`src/rtl/pu_ctrl_master_pkg.sv`:
```
// Pu_ctrl_pkg: shared types and constants for the PU controller-side master.
// Holds the wake FSM state type and the width of the wakeup timeout counter.
package Pu_ctrl_pkg;

    typedef enum logic [1:0] {
        AWAKE    = 2'd0,
        SLEEPING = 2'd1,
        WAKING   = 2'd2
    } Wake_state;

    // Width of the wakeup timeout counter; WAKE_TMO must fit in it.
    localparam int WAKE_TMO_W = 8;

endpackage

```
`src/rtl/pu_ctrl_if.sv`:
```
// Pu_ctrl_if: handshake bundle between a PU core and its controller.
// The ctrl modport drives level requests into the core and reads back the core's
// sleep/ack status and monitor taps; the pu modport is the mirror image.
interface Pu_ctrl_if;
    logic        wakeup;
    logic        doorbell;
    logic        ext_input;
    logic        sleep;
    logic        doorbell_ack;
    logic        ext_input_ack;
    logic        other_ack;
    logic        msr_ee;
    logic        iccr;
    logic [31:0] mon_pc;
    logic        mon_hold_dc;

    modport ctrl (
        output wakeup, doorbell, ext_input,
        input  sleep, doorbell_ack, ext_input_ack, other_ack, msr_ee, iccr, mon_pc, mon_hold_dc
    );

    modport pu (
        input  wakeup, doorbell, ext_input,
        output sleep, doorbell_ack, ext_input_ack, other_ack, msr_ee, iccr, mon_pc, mon_hold_dc
    );
endinterface

```
`src/rtl/pu_ctrl_master_edge_latch.sv`:
```
// pu_ctrl_edge_latch: per-source rising-edge capture of external interrupts.
// Enabled edges set a sticky pending bit; an ack clears every bit that was already
// latched, while an edge arriving in the ack cycle is kept.
module pu_ctrl_edge_latch #(
    parameter int N_EXT = 4
) (
    input  logic             clk,
    input  logic             reset,
    input  logic [N_EXT-1:0] ext_irq,
    input  logic [N_EXT-1:0] ext_mask,
    input  logic             ack,
    output logic [N_EXT-1:0] pending,
    output logic [N_EXT-1:0] pending_next
);

    logic [N_EXT-1:0] ext_irq_q;
    logic [N_EXT-1:0] rise;

    assign rise         = ext_irq & ~ext_irq_q & ext_mask;
    assign pending_next = ack ? rise : (pending | rise);

    // Edge history and pending bits; both restart clean so pre-reset requests are lost.
    always_ff @(posedge clk) begin
        if (reset) begin
            ext_irq_q <= '0;
            pending   <= '0;
        end else begin
            ext_irq_q <= ext_irq;
            pending   <= pending_next;
        end
    end

endmodule

```
`src/rtl/pu_ctrl_master.sv`:
```
// pu_ctrl_master: controller-side end of Pu_ctrl_if.
// Counts doorbells, latches external interrupt edges, presents both as level requests
// until acknowledged, and wakes a sleeping PU when work is pending.
// Optional monitor (mon_last_pc / mon_stall) is built only when PU_CTRL_MON_EN is defined;
// otherwise both outputs are tied to zero.
module pu_ctrl_master
    import Pu_ctrl_pkg::*;
#(
    parameter int N_EXT    = 4,
    parameter int DB_CNT_W = 4,
    parameter int WAKE_TMO = 255
) (
    input  logic                clk,
    input  logic                reset,
    Pu_ctrl_if.ctrl             ctrl,
    input  logic                db_set,
    input  logic [N_EXT-1:0]    ext_irq,
    input  logic [N_EXT-1:0]    ext_mask,
    input  logic                wake_req,
    output logic [DB_CNT_W-1:0] db_pending,
    output logic [N_EXT-1:0]    ext_pending,
    output logic                wake_tmo,
    output logic [31:0]         mon_last_pc,
    output logic [15:0]         mon_stall
);

    localparam logic [DB_CNT_W-1:0]   DB_MAX  = '1;
    localparam logic [WAKE_TMO_W-1:0] TMO_LIM = WAKE_TMO_W'(WAKE_TMO);

    logic [DB_CNT_W-1:0]   db_next;
    logic                  db_ack_eff;
    logic [N_EXT-1:0]      ext_next;
    logic                  work_pending;
    Wake_state             state;
    Wake_state             state_next;
    logic [WAKE_TMO_W-1:0] tmo_cnt;

    // msr_ee/iccr are deliberately not used for gating: the PU decides acceptance.
    logic unused_ifc;
    assign unused_ifc = ^{ctrl.other_ack, ctrl.msr_ee, ctrl.iccr};

    // Doorbell counter next value: saturating increment, ack ignored at zero,
    // simultaneous request and effective ack cancel out.
    always_comb begin
        db_next    = db_pending;
        db_ack_eff = ctrl.doorbell_ack && (db_pending != '0);
        if (db_set && !db_ack_eff) begin
            if (db_pending != DB_MAX) db_next = db_pending + DB_CNT_W'(1);
        end else if (!db_set && db_ack_eff) begin
            db_next = db_pending - DB_CNT_W'(1);
        end
    end

    // Doorbell count and its registered level request toward the PU.
    always_ff @(posedge clk) begin
        if (reset) begin
            db_pending    <= '0;
            ctrl.doorbell <= 1'b0;
        end else begin
            db_pending    <= db_next;
            ctrl.doorbell <= (db_next != '0);
        end
    end

    pu_ctrl_edge_latch #(
        .N_EXT (N_EXT)
    ) u_edge_latch (
        .clk          (clk),
        .reset        (reset),
        .ext_irq      (ext_irq),
        .ext_mask     (ext_mask),
        .ack          (ctrl.ext_input_ack),
        .pending      (ext_pending),
        .pending_next (ext_next)
    );

    // Combined external request level, registered alongside the pending bits.
    always_ff @(posedge clk) begin
        if (reset) ctrl.ext_input <= 1'b0;
        else       ctrl.ext_input <= |ext_next;
    end

    assign work_pending = (db_pending != '0) || (ext_pending != '0) || wake_req;

    // Wake FSM next state: only ever heads to WAKING while the PU reports sleep.
    always_comb begin
        state_next = state;
        case (state)
            AWAKE: begin
                if (ctrl.sleep) state_next = work_pending ? WAKING : SLEEPING;
            end
            SLEEPING: begin
                if (!ctrl.sleep)       state_next = AWAKE;
                else if (work_pending) state_next = WAKING;
            end
            WAKING: begin
                if (!ctrl.sleep) state_next = AWAKE;
            end
            default: state_next = AWAKE;
        endcase
    end

    // Wake FSM state, registered wakeup level, and the sticky timeout watchdog.
    always_ff @(posedge clk) begin
        if (reset) begin
            state       <= AWAKE;
            ctrl.wakeup <= 1'b0;
            tmo_cnt     <= '0;
            wake_tmo    <= 1'b0;
        end else begin
            state       <= state_next;
            ctrl.wakeup <= (state_next == WAKING);
            if ((state == WAKING) && (state_next == WAKING)) begin
                if (tmo_cnt == TMO_LIM) begin
                    tmo_cnt  <= '0;
                    wake_tmo <= 1'b1;
                end else begin
                    tmo_cnt <= tmo_cnt + WAKE_TMO_W'(1);
                end
            end else begin
                tmo_cnt <= '0;
            end
        end
    end

`ifdef PU_CTRL_MON_EN
    // Monitor: track last retired PC and length of the current hold run.
    always_ff @(posedge clk) begin
        if (reset) begin
            mon_last_pc <= '0;
            mon_stall   <= '0;
        end else begin
            if (!ctrl.mon_hold_dc) mon_last_pc <= ctrl.mon_pc;
            if (ctrl.mon_hold_dc) begin
                if (mon_stall != 16'hffff) mon_stall <= mon_stall + 16'd1;
            end else begin
                mon_stall <= '0;
            end
        end
    end
`else
    logic unused_mon;
    assign unused_mon  = ^{ctrl.mon_pc, ctrl.mon_hold_dc};
    assign mon_last_pc = '0;
    assign mon_stall   = '0;
`endif

endmodule
```
`src/flat_wrapper.sv`:
```
// flat-port wrapper written by rule: the top's interface ports become plain ports
module pu_ctrl_master_flat import Pu_ctrl_pkg::*;
#(
    parameter int N_EXT    = 4,
    parameter int DB_CNT_W = 4,
    parameter int WAKE_TMO = 255
)
  (clk, reset, db_set, ext_irq, ext_mask, wake_req, db_pending, ext_pending, wake_tmo, mon_last_pc, mon_stall, ctrl_wakeup, ctrl_doorbell, ctrl_ext_input, ctrl_sleep, ctrl_doorbell_ack, ctrl_ext_input_ack, ctrl_other_ack, ctrl_msr_ee, ctrl_iccr, ctrl_mon_pc, ctrl_mon_hold_dc);
  Pu_ctrl_if ctrl_i ();
  input  logic clk;
  input  logic reset;
  input  logic db_set;
  input  logic [N_EXT-1:0] ext_irq;
  input  logic [N_EXT-1:0] ext_mask;
  input  logic wake_req;
  output logic [DB_CNT_W-1:0] db_pending;
  output logic [N_EXT-1:0] ext_pending;
  output logic wake_tmo;
  output logic [31:0] mon_last_pc;
  output logic [15:0] mon_stall;
  output wire logic [$bits(ctrl_i.wakeup)-1:0] ctrl_wakeup;
  output wire logic [$bits(ctrl_i.doorbell)-1:0] ctrl_doorbell;
  output wire logic [$bits(ctrl_i.ext_input)-1:0] ctrl_ext_input;
  input wire logic [$bits(ctrl_i.sleep)-1:0] ctrl_sleep;
  input wire logic [$bits(ctrl_i.doorbell_ack)-1:0] ctrl_doorbell_ack;
  input wire logic [$bits(ctrl_i.ext_input_ack)-1:0] ctrl_ext_input_ack;
  input wire logic [$bits(ctrl_i.other_ack)-1:0] ctrl_other_ack;
  input wire logic [$bits(ctrl_i.msr_ee)-1:0] ctrl_msr_ee;
  input wire logic [$bits(ctrl_i.iccr)-1:0] ctrl_iccr;
  input wire logic [$bits(ctrl_i.mon_pc)-1:0] ctrl_mon_pc;
  input wire logic [$bits(ctrl_i.mon_hold_dc)-1:0] ctrl_mon_hold_dc;
  assign ctrl_wakeup = ctrl_i.wakeup;
  assign ctrl_doorbell = ctrl_i.doorbell;
  assign ctrl_ext_input = ctrl_i.ext_input;
  assign ctrl_i.sleep = ctrl_sleep;
  assign ctrl_i.doorbell_ack = ctrl_doorbell_ack;
  assign ctrl_i.ext_input_ack = ctrl_ext_input_ack;
  assign ctrl_i.other_ack = ctrl_other_ack;
  assign ctrl_i.msr_ee = ctrl_msr_ee;
  assign ctrl_i.iccr = ctrl_iccr;
  assign ctrl_i.mon_pc = ctrl_mon_pc;
  assign ctrl_i.mon_hold_dc = ctrl_mon_hold_dc;
  pu_ctrl_master #(.N_EXT(N_EXT), .DB_CNT_W(DB_CNT_W), .WAKE_TMO(WAKE_TMO)) u_core (.clk(clk), .reset(reset), .ctrl(ctrl_i), .db_set(db_set), .ext_irq(ext_irq), .ext_mask(ext_mask), .wake_req(wake_req), .db_pending(db_pending), .ext_pending(ext_pending), .wake_tmo(wake_tmo), .mon_last_pc(mon_last_pc), .mon_stall(mon_stall));
endmodule
```
`config.mk`:
```
export PLATFORM = sky130hd
export DESIGN_NAME = pu_ctrl_master_flat
export DESIGN_NICKNAME = d
export VERILOG_FILES = /design/src/rtl/pu_ctrl_master_pkg.sv /design/src/rtl/pu_ctrl_if.sv /design/src/rtl/pu_ctrl_master_edge_latch.sv /design/src/rtl/pu_ctrl_master.sv /design/src/flat_wrapper.sv
export SDC_FILE = /design/constraint.sdc
export NUM_CORES = 1
export LEC_CHECK = 0
export ABC_CLOCK_PERIOD_IN_PS = 1900
export CAP_MARGIN = 20
export CORE_UTILIZATION = 34
export CTS_BUF_LIST = sky130_fd_sc_hd__clkbuf_16
export CTS_CLUSTER_DIAMETER = 150
export CTS_CLUSTER_SIZE = 16
export DETAILED_ROUTE_END_ITERATION = 7
export PLACE_DENSITY = 0.8
export SKIP_CTS_REPAIR_TIMING = 1
export SYNTH_ARGS = -nofsm -noshare
export SYNTH_HDL_FRONTEND = slang
export SYNTH_SLANG_ARGS = --single-unit
```
`constraint.sdc`:
```
create_clock -name clk -period 1.9 [get_ports clk]
set_input_delay 0.19 -clock clk [delete_from_list [all_inputs] [get_ports clk]]
set_output_delay 0.19 -clock clk [all_outputs]
set_load 0.05 [all_outputs]
```
==> impl_results.md <==
* Outcome: finished, final reports clean
* Switching share of power at 34.5%
* Avg Vias per Cell at 4.32
* Largest net degree at the start of global routing at 16
* Final TNS setup at 0 ns
* Unique cell type count in the Yosys netlist at 43
* Crit path required time at between 1.5 and 2 ns
* Slew Viols, Final at 0
* Antenna violations before repair at 0
* Hold endpoint: u_core.tmo_cnt[0]
* Met2 GRT Util at 19.6%
* Detailed Route WL at 2510 um
* Hold WC Path Type: reg2reg
* DR vias at approximately 1100
* Worst r2r src: u_core.db_pending[0]
* Internal power at ~1.1 mW
* GRT Residual Overflow at 0
* CP max-delay cell: clkdlybuf4s50_1
* Core ar. at 4140 sq um
* Register area share after synthesis at around a third
* Final Skew at 0.00324 ns
* Placer Congestion at 0.793
* Num ports at 111
* Reg power frac at 35.0%
* Worst hold slack at 0.481 ns
* Reg-to-reg setup timing slack at ~0.13 ns
* CTS tree: done
* Crit-path leading delay family: buffers and inverters
* ANT cells at 0
* Most frequent cells in the layout: 48 x conb_1, 25 x clkdlybuf4s50_1, 24 x dfxtp_1
* TritonCTS Buffers at 3
* Gr usage total at a little under an eighth
* H-Tree Depth at 1
* Die width at 68.7 um
* M1 GR Usage at 14.4%
* EDFF count, synth at 0
* Drt wl/cell at 9.81 um
* GRT met3 Usage at between 1.5 and 2%
* Commonest non-fill, non-tap cell in the layout: conb_1
* Port Buffers at 26
* Ys async rst share at 0%
* Later-pin clock latency in the skew report at 0.25 ns
* WP data arrival at roughly 1.6 ns
* GR peak layer: met2
* Critical path class: reg2out
* Clock Tree Root: clkbuf_16
* CP cell instances: clkdlybuf4s50_1
* Fillers at 410
* CP peak stage delay at between 0.8 and 0.9 ns
* Clock power frac at between 30% and 40%
* Syn-to-layout area delta at 16.7%
* Worst-path clk slew at around 0.060 ns
* Sw power at 598 uW
* Synthesized instance count at 177
* Worst reg2reg path depth at 6
* Clock Sink Count at 26
* Clock Tree Buf Depth at 2
* P_leak at 0.733 nW
* Hpwl dp at 1900 um
* Ys flop type: dfxtp_1
* Final setup fails at 0
* Fmax at 550 MHz
* Synth Cell Area at roughly 1500 sq um
* Vias in the first global route at between 900 and 1000
* Nets@finish at 261
* Peak VDD IR at 0.000420 V
* WP buf/inv at 1
* Residual DRC at 0
* Crit path time final at roughly 1.8 ns
* Reg-to-reg endpoint: u_core.ctrl.doorbell
* Placed cell count at 252
* Total design power at ~1.7 mW
* Flip-flop and latch count after synthesis at 26
* Worst slew margin at 65.4%
* Synth warn at 0
* Die area at 4720 sq um
* Post-route clock period utilization at 95.6%
* Pre-antenna DRT Iters at 4
* Post-Syn Area per Cell at ~8.6 sq um
* DR iter-0 viols at 38
* Critical path capture point type: output port
* Placement row count at 23
* Worst slew pin tran at 0.517 ns
* Worst hold start: u_core.tmo_cnt[0]
* Share of layout cells above drive strength 1 at under 10%
* Die Y at 68.7 um
* Fin cells at 256
* Final Util at 42.6%
* Power share of the combinational group at 30.6%
* Fin. Hold Viols at 0
* Global-route wire length before repair at 4110 um
* RSZ-0062 raised after global routing: no
* Antenna-violating nets left at 0
* Max Cap Viol at 0
* Startpoint Class: flip-flop
* Critical Path Fanout Max at 9
* PD cells at about 980 nW/um^2
* Hold depth at 1
* Initial Utilization at 36.5%
==> synth_stat cells, types with 2 or more instances <==
library cell  instances  area [sq um]
xnor2_1               4          35.0
xor2_1                2          17.5
nand2_1               9          33.8
nand4_1               3          18.8
and2_1                3          18.8
nand3b_1              3          22.5
nand3_1               5          25.0
nor3_1                3          15.0
buf_4                48           360
nor2b_1               7          43.8
dfxtp_1              26           521
a21oi_1               5          25.0
inv_1                 9          33.8
ha_1                  3          37.5
nor2_1               19          71.3
==> through the flow <==
| stage | area (sq um) | worst slack, ns |
|---|---|---|
| final | 1770 | 0.0829 |
| after global placement | 1660 | 0.131 |
| after floorplan | 1690 | 0.150 |
| after CTS | 1760 | 0.111 |
| after detailed placement | 1660 | 0.130 |
| after global routing | 1770 | 0.0159 |
==> worst register-to-register path, delay by kind of cell, from the launching register on <==
family,cells,cell delay (ns)
AOI/OAI and AO/OA,3,0.61
and+or+nand+nor,1,0.40
adders and majority gates,1,0.25
DFF,1,0.35
buffers and inverters,1,0.08
==> power by group through the flow <==
stage	registers, mW	clock network [mW]	logic (mW)
6_report	0.608	0.596	0.532
3_5_place_dp	0.619	0	0.523
4_1_cts	0.607	0.610	0.524
3_3_place_gp	0.618	0	0.519
5_1_grt	0.613	0.628	0.571
2_1_floorplan	0.691	0	0.420
==> final cells by class <==
| cell class | instances | area, sq um | share of cell area, % |
|---|---|---|---|
| well taps | 50 | 62.6 | 3.54 |
| clock buffers | 3 | 75.1 | 4.25 |
| inverters | 9 | 33.8 | 1.91 |
| clock inverters | 1 | 30.0 | 1.70 |
| multi-input cells | 138 | 762 | 43.1 |
| repair buffers | 29 | 280 | 15.9 |
| flip-flops and latches | 26 | 523 | 29.6 |
==> worst max path at each step <==
| stage | cells past startpoint | to | startpoint | slack [ns] |
|---|---|---|---|---|
| after floorplan | 6 | u_core.ctrl.doorbell | u_core.db_pending[0] | 0.15 |
| after global placement | 5 | u_core.ctrl.doorbell | ctrl_doorbell_ack | 0.13 |
| after detailed placement | 5 | u_core.ctrl.doorbell | ctrl_doorbell_ack | 0.13 |
| after CTS | 1 | db_pending[2] | u_core.db_pending[2] | 0.11 |
| after global routing | 6 | u_core.tmo_cnt[4] | u_core.db_pending[0] | 0.02 |
| final | 1 | db_pending[2] | u_core.db_pending[2] | 0.08 |
==> routing by layer <==
layer	up-vias	routed length [um]
li1	563	-
met1	496	1150
met2	45	1210
met3	2	139
met4	0	16
met5	-	0
==> flip-flops by register name, indices dropped and copies added (netlist names) <==
register / count
u_core.state: 2
u_core.tmo_cnt: 8
u_core.db_pending: 4
u_core.wake_tmo: 1
u_core.ctrl.wakeup: 1
u_core.u_edge_latch.ext_irq_q: 4
u_core.u_edge_latch.pending: 4
u_core.ctrl.doorbell: 1
u_core.ctrl.ext_input: 1
==> cell families (layout without fill, tap and decap cells) <==
logic type      Yosys count  in the layout  share of synthesized area [%]
fa+ha+maj                 3              3                           2.48
other cells               1             48                          0.248
compound gates           21             21                           11.2
buf+inv                  60             42                           27.4
xor+xnor                  6              6                           3.47
simple gates             60             60                           20.9
flops                    26             26                           34.4
Power figures use the tool's default switching activity.
